### config.mk
export PLATFORM = sky130hd
export DESIGN_NAME = i_decode
export DESIGN_NICKNAME = d
export VERILOG_FILES = /design/src/rtl/i_decode.sv
export SDC_FILE = /design/constraint.sdc
export NUM_CORES = 2
export LEC_CHECK = 0
export CAP_MARGIN = 0
export CELL_PAD_IN_SITES_DETAIL_PLACEMENT = 0
export CELL_PAD_IN_SITES_GLOBAL_PLACEMENT = 1
export CORE_ASPECT_RATIO = 1.75
export CORE_MARGIN = 1.5
export CORE_UTILIZATION = 52
export DETAILED_ROUTE_END_ITERATION = 8
export PLACE_DENSITY = 0.86
export REMOVE_ABC_BUFFERS = 1
export SLEW_MARGIN = 20
export SYNTH_ARGS = -nofsm -noshare
export SYNTH_HDL_FRONTEND = slang
export SYNTH_SLANG_ARGS = --single-unit
### constraint.sdc
create_clock -name CLK -period 5.6 [get_ports CLK]
set_clock_uncertainty 0.2 [all_clocks]
set_input_delay 0.56 -clock CLK [delete_from_list [all_inputs] [get_ports CLK]]
set_output_delay 0.56 -clock CLK [all_outputs]
set_load 0.05 [all_outputs]
### src/rtl/i_decode.sv
// i_decode: pipeline decode stage. Holds the 32x32 register file (r0 hardwired
// to zero, same-cycle write bypass on reads), decodes the instruction into
// control signals, detects load-use hazards and registers everything into the
// ID/EX pipeline register. Flush and stall both insert a zeroed bubble.
module i_decode (
  input  logic        CLK,
  input  logic        RST,
  input  logic [31:0] IF_ID_INSTR,
  input  logic [31:0] IF_ID_NPC,
  input  logic        EX_MEM_PCSrc,
  input  logic        MEM_WB_RegWrite,
  input  logic [4:0]  MEM_WB_WriteReg,
  input  logic [31:0] MEM_WB_WriteData,
  output logic        STALL,
  output logic [31:0] ID_EX_NPC,
  output logic [31:0] ID_EX_A,
  output logic [31:0] ID_EX_B,
  output logic [31:0] ID_EX_IMM,
  output logic [4:0]  ID_EX_RS,
  output logic [4:0]  ID_EX_RT,
  output logic [4:0]  ID_EX_RD,
  output logic        ID_EX_RegDst,
  output logic        ID_EX_ALUSrc,
  output logic        ID_EX_MemRead,
  output logic        ID_EX_MemWrite,
  output logic        ID_EX_Branch,
  output logic        ID_EX_RegWrite,
  output logic        ID_EX_MemToReg,
  output logic [1:0]  ID_EX_ALUOp
);

  typedef enum logic [5:0] {
    OP_RTYPE = 6'h00,
    OP_BEQ   = 6'h04,
    OP_ADDI  = 6'h08,
    OP_LW    = 6'h23,
    OP_SW    = 6'h2B
  } opcode_e;

  typedef struct packed {
    logic       reg_dst;
    logic       alu_src;
    logic       mem_read;
    logic       mem_write;
    logic       branch;
    logic       reg_write;
    logic       mem_to_reg;
    logic [1:0] alu_op;
  } ctrl_t;

  typedef struct packed {
    logic [31:0] npc;
    logic [31:0] a;
    logic [31:0] b;
    logic [31:0] imm;
    logic [4:0]  rs;
    logic [4:0]  rt;
    logic [4:0]  rd;
    ctrl_t       ctrl;
  } id_ex_t;

  logic [31:0] regfile_q [32];
  logic [31:0] regfile_d [32];
  id_ex_t      id_ex_q;
  id_ex_t      id_ex_d;

  logic [5:0]  opcode;
  logic [4:0]  rs_addr;
  logic [4:0]  rt_addr;
  logic [4:0]  rd_addr;
  logic        wr_en;
  logic [31:0] rs_val;
  logic [31:0] rt_val;
  logic [31:0] imm_ext;
  ctrl_t       ctrl;
  logic        uses_rt;
  logic        stall;

  assign opcode  = IF_ID_INSTR[31:26];
  assign rs_addr = IF_ID_INSTR[25:21];
  assign rt_addr = IF_ID_INSTR[20:16];
  assign rd_addr = IF_ID_INSTR[15:11];
  assign imm_ext = {{16{IF_ID_INSTR[15]}}, IF_ID_INSTR[15:0]};
  assign wr_en   = MEM_WB_RegWrite && (MEM_WB_WriteReg != 5'd0);

  // Register file next state: single write port, r0 never written.
  always_comb begin
    regfile_d = regfile_q;
    if (wr_en) regfile_d[MEM_WB_WriteReg] = MEM_WB_WriteData;
  end

  // Register file storage; reset clears all entries and drops any pending write.
  always_ff @(posedge CLK) begin
    if (!RST) begin
      for (int unsigned i = 0; i < 32; i++) regfile_q[i] <= '0;
    end else begin
      for (int unsigned i = 0; i < 32; i++) regfile_q[i] <= regfile_d[i];
    end
  end

  // Operand reads with same-cycle writeback bypass; r0 always reads zero.
  always_comb begin
    rs_val = '0;
    rt_val = '0;
    if (rs_addr != 5'd0) rs_val = (wr_en && MEM_WB_WriteReg == rs_addr) ? MEM_WB_WriteData : regfile_q[rs_addr];
    if (rt_addr != 5'd0) rt_val = (wr_en && MEM_WB_WriteReg == rt_addr) ? MEM_WB_WriteData : regfile_q[rt_addr];
  end

  // Opcode decode into controls; unknown opcodes decode with all controls low.
  always_comb begin
    ctrl    = '0;
    uses_rt = 1'b0;
    case (opcode)
      OP_RTYPE: begin
        ctrl.reg_dst   = 1'b1;
        ctrl.reg_write = 1'b1;
        ctrl.alu_op    = 2'b10;
        uses_rt        = 1'b1;
      end
      OP_LW: begin
        ctrl.alu_src    = 1'b1;
        ctrl.mem_read   = 1'b1;
        ctrl.reg_write  = 1'b1;
        ctrl.mem_to_reg = 1'b1;
      end
      OP_SW: begin
        ctrl.alu_src   = 1'b1;
        ctrl.mem_write = 1'b1;
        uses_rt        = 1'b1;
      end
      OP_BEQ: begin
        ctrl.branch = 1'b1;
        ctrl.alu_op = 2'b01;
        uses_rt     = 1'b1;
      end
      OP_ADDI: begin
        ctrl.alu_src   = 1'b1;
        ctrl.reg_write = 1'b1;
      end
      default: ;
    endcase
  end

  // Load-use hazard against the load in EX; a flush suppresses the stall.
  always_comb begin
    stall = 1'b0;
    if (!EX_MEM_PCSrc && id_ex_q.ctrl.mem_read && id_ex_q.rt != 5'd0)
      stall = (id_ex_q.rt == rs_addr) || (uses_rt && id_ex_q.rt == rt_addr);
  end

  assign STALL = stall;

  // ID/EX next state: decoded instruction, or an all-zero bubble on stall/flush.
  always_comb begin
    id_ex_d = '0;
    if (!stall && !EX_MEM_PCSrc) begin
      id_ex_d.npc  = IF_ID_NPC;
      id_ex_d.a    = rs_val;
      id_ex_d.b    = rt_val;
      id_ex_d.imm  = imm_ext;
      id_ex_d.rs   = rs_addr;
      id_ex_d.rt   = rt_addr;
      id_ex_d.rd   = rd_addr;
      id_ex_d.ctrl = ctrl;
    end
  end

  // ID/EX pipeline register.
  always_ff @(posedge CLK) begin
    if (!RST) id_ex_q <= '0;
    else      id_ex_q <= id_ex_d;
  end

  assign ID_EX_NPC      = id_ex_q.npc;
  assign ID_EX_A        = id_ex_q.a;
  assign ID_EX_B        = id_ex_q.b;
  assign ID_EX_IMM      = id_ex_q.imm;
  assign ID_EX_RS       = id_ex_q.rs;
  assign ID_EX_RT       = id_ex_q.rt;
  assign ID_EX_RD       = id_ex_q.rd;
  assign ID_EX_RegDst   = id_ex_q.ctrl.reg_dst;
  assign ID_EX_ALUSrc   = id_ex_q.ctrl.alu_src;
  assign ID_EX_MemRead  = id_ex_q.ctrl.mem_read;
  assign ID_EX_MemWrite = id_ex_q.ctrl.mem_write;
  assign ID_EX_Branch   = id_ex_q.ctrl.branch;
  assign ID_EX_RegWrite = id_ex_q.ctrl.reg_write;
  assign ID_EX_MemToReg = id_ex_q.ctrl.mem_to_reg;
  assign ID_EX_ALUOp    = id_ex_q.ctrl.alu_op;

endmodule
Word level (Yosys, flattened, before mapping)
Index checks and enable logic that the tools add are counted.

word-level totals
  register bits = 1,159
  bits in latches = 0
  RAM bits = 0
  bits in read-only memories = 0
  input bits = 105
  output and inout port bits = 153
  memories kept = 0

cells by class
  add/sub/neg operators = 0
  multiply operators = 0
  div/mod/pow operators = 0
  $lt $le $gt $ge = 4
  eq/ne operators = 8
  shift-type cells = 0
  mux-type cells = 20
  bitwise logic cells = 3
  reductions and logical operators = 22

operator list
  operator                                                                      count
  1024-bit bitwise mux                                                          1
  32-bit binary-select mux with 5-bit select                                    2
  32-bit 2-to-1 mux                                                             7
  32-bit demux with 5-bit select                                                1
  5-bit == test                                                                 4
  5-bit nonzero test                                                            4
  6-bit >= comparator, second input constant                                    3
  5-bit inverter with 6-bit output                                              3
  6-bit == test, second input constant                                          2
  3-bit OR reduction                                                            3
  1-bit logical AND                                                             8
  1-bit 2-to-1 mux                                                              8
  6-bit by 3-bit == test with 1-bit output, second input constant               1
  6-bit by 4-bit == test with 1-bit output, second input constant               1
  6-bit zero test                                                               1
  6-bit by 1-bit less-than comparator with 1-bit output, second input constant  1
  3-bit AND reduction                                                           2
  2-bit one-hot mux with 2 select lines                                         1
  1-bit zero test                                                               2
  2-bit AND reduction                                                           1
  1-bit logical OR                                                              1

Logic depth before layout (Yosys ltp)
  depth after elaboration = 9
  depth in mapped cells = 9

Worst setup path after synthesis
No wires, ideal clock.

  path type = input port to output port
  start = input IF_ID_INSTR[20]
  end = output STALL
  arrival = 1.926 ns
  data required time = 4.840 ns
  setup slack = 2.914 ns
  stages on the path = 5
  cells stage by stage = clkbuf_1 > xnor2_1 > nand4_1 > or4b_4 > nand2_1

between the ends
  cells in the longest elaborated chain, start to end = 4

ends and longest elaborated chain
  what               RTL line  text
  start, declared    8         input logic [31:0] IF_ID_INSTR,
  5-bit == test      148       stall = (id_ex_q.rt == rs_addr) || (uses_rt && id_ex_q.rt == rt_addr);
  1-bit logical AND  148
  1-bit logical OR   148
  1-bit 2-to-1 mux   147       if (!EX_MEM_PCSrc && id_ex_q.ctrl.mem_read && id_ex_q.rt != 5'd0)
  end, declared      14        output logic STALL,

Every way passes these cells.

Worst setup path in the final report
  start = input IF_ID_INSTR[29]
  end = output STALL

between the ends
  cells in the longest elaborated chain, start to end = 6
  elaborated cells on any way between the ends = 8

ends and longest elaborated chain
  what                                   RTL line  text
  6-bit == test (tied with other cells)  113       case (opcode)
  3-bit OR reduction (no source line) *  -
  1-bit 2-to-1 mux *                     113
  1-bit logical AND *                    148
  1-bit logical OR *                     148
  1-bit 2-to-1 mux *                     147

Mark *: on every way between the ends. The rest lies on a longest branch, timed or not.

==> results.md <==
* Vias in the first global route at 47200
* PortBufs at 257
* DRT Pass-1 Iters at 9
* Most used flip-flop cell after synthesis: dfxtp_1
* Skew-Pair Late Insertion Delay at 0.75 ns
* Net Switching at 4.44 mW
* LEAKAGE at 21.1 nW
* I/O pin cnt at 258
* CTS Buf Count at 105
* FF+latch count, synth at 1154
* Cts repair resizes at 0
* Initial antenna violation count at 3
* Worst-path clk slew at 0.06 ns
* Post-CTS Setup Inserts at 0
* # fillers at 9447
* DP Cell Count at 7207
* Hold Path Depth at 2
* Power Density at 272 nW/um2
* Largest net degree at the start of global routing at 249
* Drt first-iter violations at 5873
* Row cnt at 161
* Via density at 6.49
* Hold buffer count at cts at 0
* Critical Path Start Type: input port
* Final hold vios at 0
* RSZ-0062 raised after global routing: false
* Total grt overflow at 0
* Worst Path Arrival at 3.59 ns
* Gpl congestion at 0.872
* Post-DP HPWL at 127000 um
* Gate power share at 0.090
* End-of-flow core utilization at 0.588
* Starting density of the core at 0.526
* Sum Neg Setup Slack at 0 ns
* Setup-failing EPs final at 0
* Core box area at 110000 um2
* Hold slack at 0.108 ns
* Final period util at 0.776
* Cells after Synth at 5996
* Fin nets at 5953
* Post-Route WL at 217000 um
* Setup WS post-layout at 1.25 ns
* Post-synthesis sequential area ratio at 0.399
* Post-synth EDFFs at 0
* CP Max Fanout at 8
* Clk network pwr share at 0.436
* Layout cells sized above 1 at 0.165
* Worst setup EP type: output port
* Tmin final at 4.35 ns
* Path type of the worst setup path: in -> out
* DR WL/cell at 29.4 um
* Largest cells by area after synthesis: dfxtp_1 (40%), mux4_2 (22%), nand2_1 (14%)
* Leading area contributor after synthesis: dfxtp_1
* Design internal power at 13.2 mW
* Rel. slew slack at 0.213
* Synth Area per Inst at 9.66 um2
* TritonCTS clock tree: yes
* Total Routing Usage GR at 0.378
* Synth Cell Area at 57900 um2
* Routed via count at 48000
* Hold WC Path Type: in -> reg
* Area Overhead vs Synth at 11.9%
* Root Buffer: clkbuf_16
* Worst-Margin Slew at 1.18 ns
* Part of the power in registers at 0.474
* Die Height at 445 um
* Cell count of the worst reg-to-reg path at 6
* Status: completed
* CTS Buffer Depth at 3
* Post-place setup slack at 1.32 ns
* Fmax at 230 MHz
* First-pass GRT wire length at 315000 um
* Number of nets still failing antenna checks after routing at 0
* Worst vdd ir at 0.261 mV
* YS warnings at 0
* Top cell type's share of synthesized area at 0.399
* Clock sinks at 1154
* Async set-reset flop share out of synthesis at 0
* Worst Path Required at 4.84 ns
* Final Max Tran Viols at 0
* H-tree Lvls at 3
* Non-Filler Instances at 7397
* DRC at 0
* Distinct cells, synth at 48
* Max capacitance violation total at 0
* Switching share of power at 0.252
* Die width at 255 um
* Die area at 113000 um2
==> critical path, cell delays in order <==
cell	delay, ns
clkdlybuf4s50_1	0.64
nor4_1	0.45
a21oi_1	0.30
or4b_4	0.67
nand2_1	0.15
clkdlybuf4s50_1	0.81
==> cell usage after synthesis, types with 33 or more instances <==
master / n
a21boi_0: 467
a21boi_1: 525
a32oi_1: 62
and2_1: 90
buf_2: 87
buf_4: 44
clkbuf_1: 496
dfxtp_1: 1154
inv_1: 33
mux2i_1: 95
mux4_2: 577
nand2_1: 2146
nor2_1: 41
==> flip-flops by register name (all words and copies together) (netlist names) <==
name and flops:
regfile_q 1024, ID_EX_A 32, ID_EX_B 32, ID_EX_NPC 32, ID_EX_IMM 16, ID_EX_RS 5, ID_EX_RT 5, ID_EX_ALUOp 2
ID_EX_ALUSrc 1, ID_EX_Branch 1, ID_EX_MemToReg 1, ID_EX_MemWrite 1, ID_EX_RegDst 1, ID_EX_RegWrite 1
==> cells by family after synthesis <==
kind of cell | after synthesis | synth area share
and+or+nand+nor | 2330 | 0.158
xor gates and xnor gates | 20 | 0.00302
muxes | 672 | 0.241
buffers and inverters | 693 | 0.0504
DFF | 1154 | 0.399
AOI/OAI and AO/OA | 1127 | 0.149
==> area by class of cell <==
type | count | area (um2) | area share
flip-flops and latches | 1154 | 23100 | 0.356
clock inverters | 36 | 480 | 0.00741
inverters | 34 | 133 | 0.00205
clock buffers | 151 | 3070 | 0.0474
multi-input cells | 4149 | 32300 | 0.498
well taps | 1467 | 1840 | 0.0283
diodes | 2 | 5.00 | 0.0000772
repair buffers | 404 | 3880 | 0.0599
==> routing by layer <==
layer / GRT usage / routed length (um) / share of wire / vias up
li1: - / - / - / 20500
met1: 0.442 / 75000 / 0.35 / 23600
met2: 0.606 / 100000 / 0.46 / 2950
met3: 0.0855 / 22800 / 0.10 / 897
met4: 0.286 / 19100 / 0.088 / 6
met5: 0 / 39 / 0.00018 / -
==> final timing paths <==
path / start / endpoint / slack [ns]
max: IF_ID_INSTR[29] / STALL / 1.25
min reg2reg: regfile_q[431] / regfile_q[431] / 0.26
max reg2reg: ID_EX_MemToReg / ID_EX_A[18] / 2.50
min: IF_ID_INSTR[16] / ID_EX_RT[0] / 0.11
==> per-stage QoR <==
stage	instance area (um2)	total power [mW]
after floorplan	55100	9.15
after global placement	61200	10.1
after detailed placement	61200	10.1
after CTS	64800	17.6
after global routing	64800	18.0
final	64800	17.6
==> cell usage in the layout, fill, tap and decap left out, drive strengths merged, types with 4 or more instances in the layout <==
cell type         n
xor2              7
a32o             32
mux4            577
dfxtp          1154
clkbuf          151
inv              37
nand3             6
o32ai            32
a32oi            62
mux2i            95
or4               4
clkinvlp          4
and3              5
and2             91
nand2          2146
buf             158
nor2             41
clkinv           18
bufinv           11
nor2b             5
clkdlybuf4s50   246
xnor2            13
a21boi          992
nor3              5
==> power by group through the flow <==
stage / sequential [mW] / combinational (mW) / clock [mW]
after global placement: 8.52 / 1.55 / 0
after CTS: 8.34 / 1.56 / 7.69
after detailed placement: 8.53 / 1.56 / 0
final: 8.34 / 1.58 / 7.67
after floorplan: 8.63 / 0.522 / 0
after global routing: 8.35 / 1.63 / 8.00
Power figures use the tool's default switching activity.
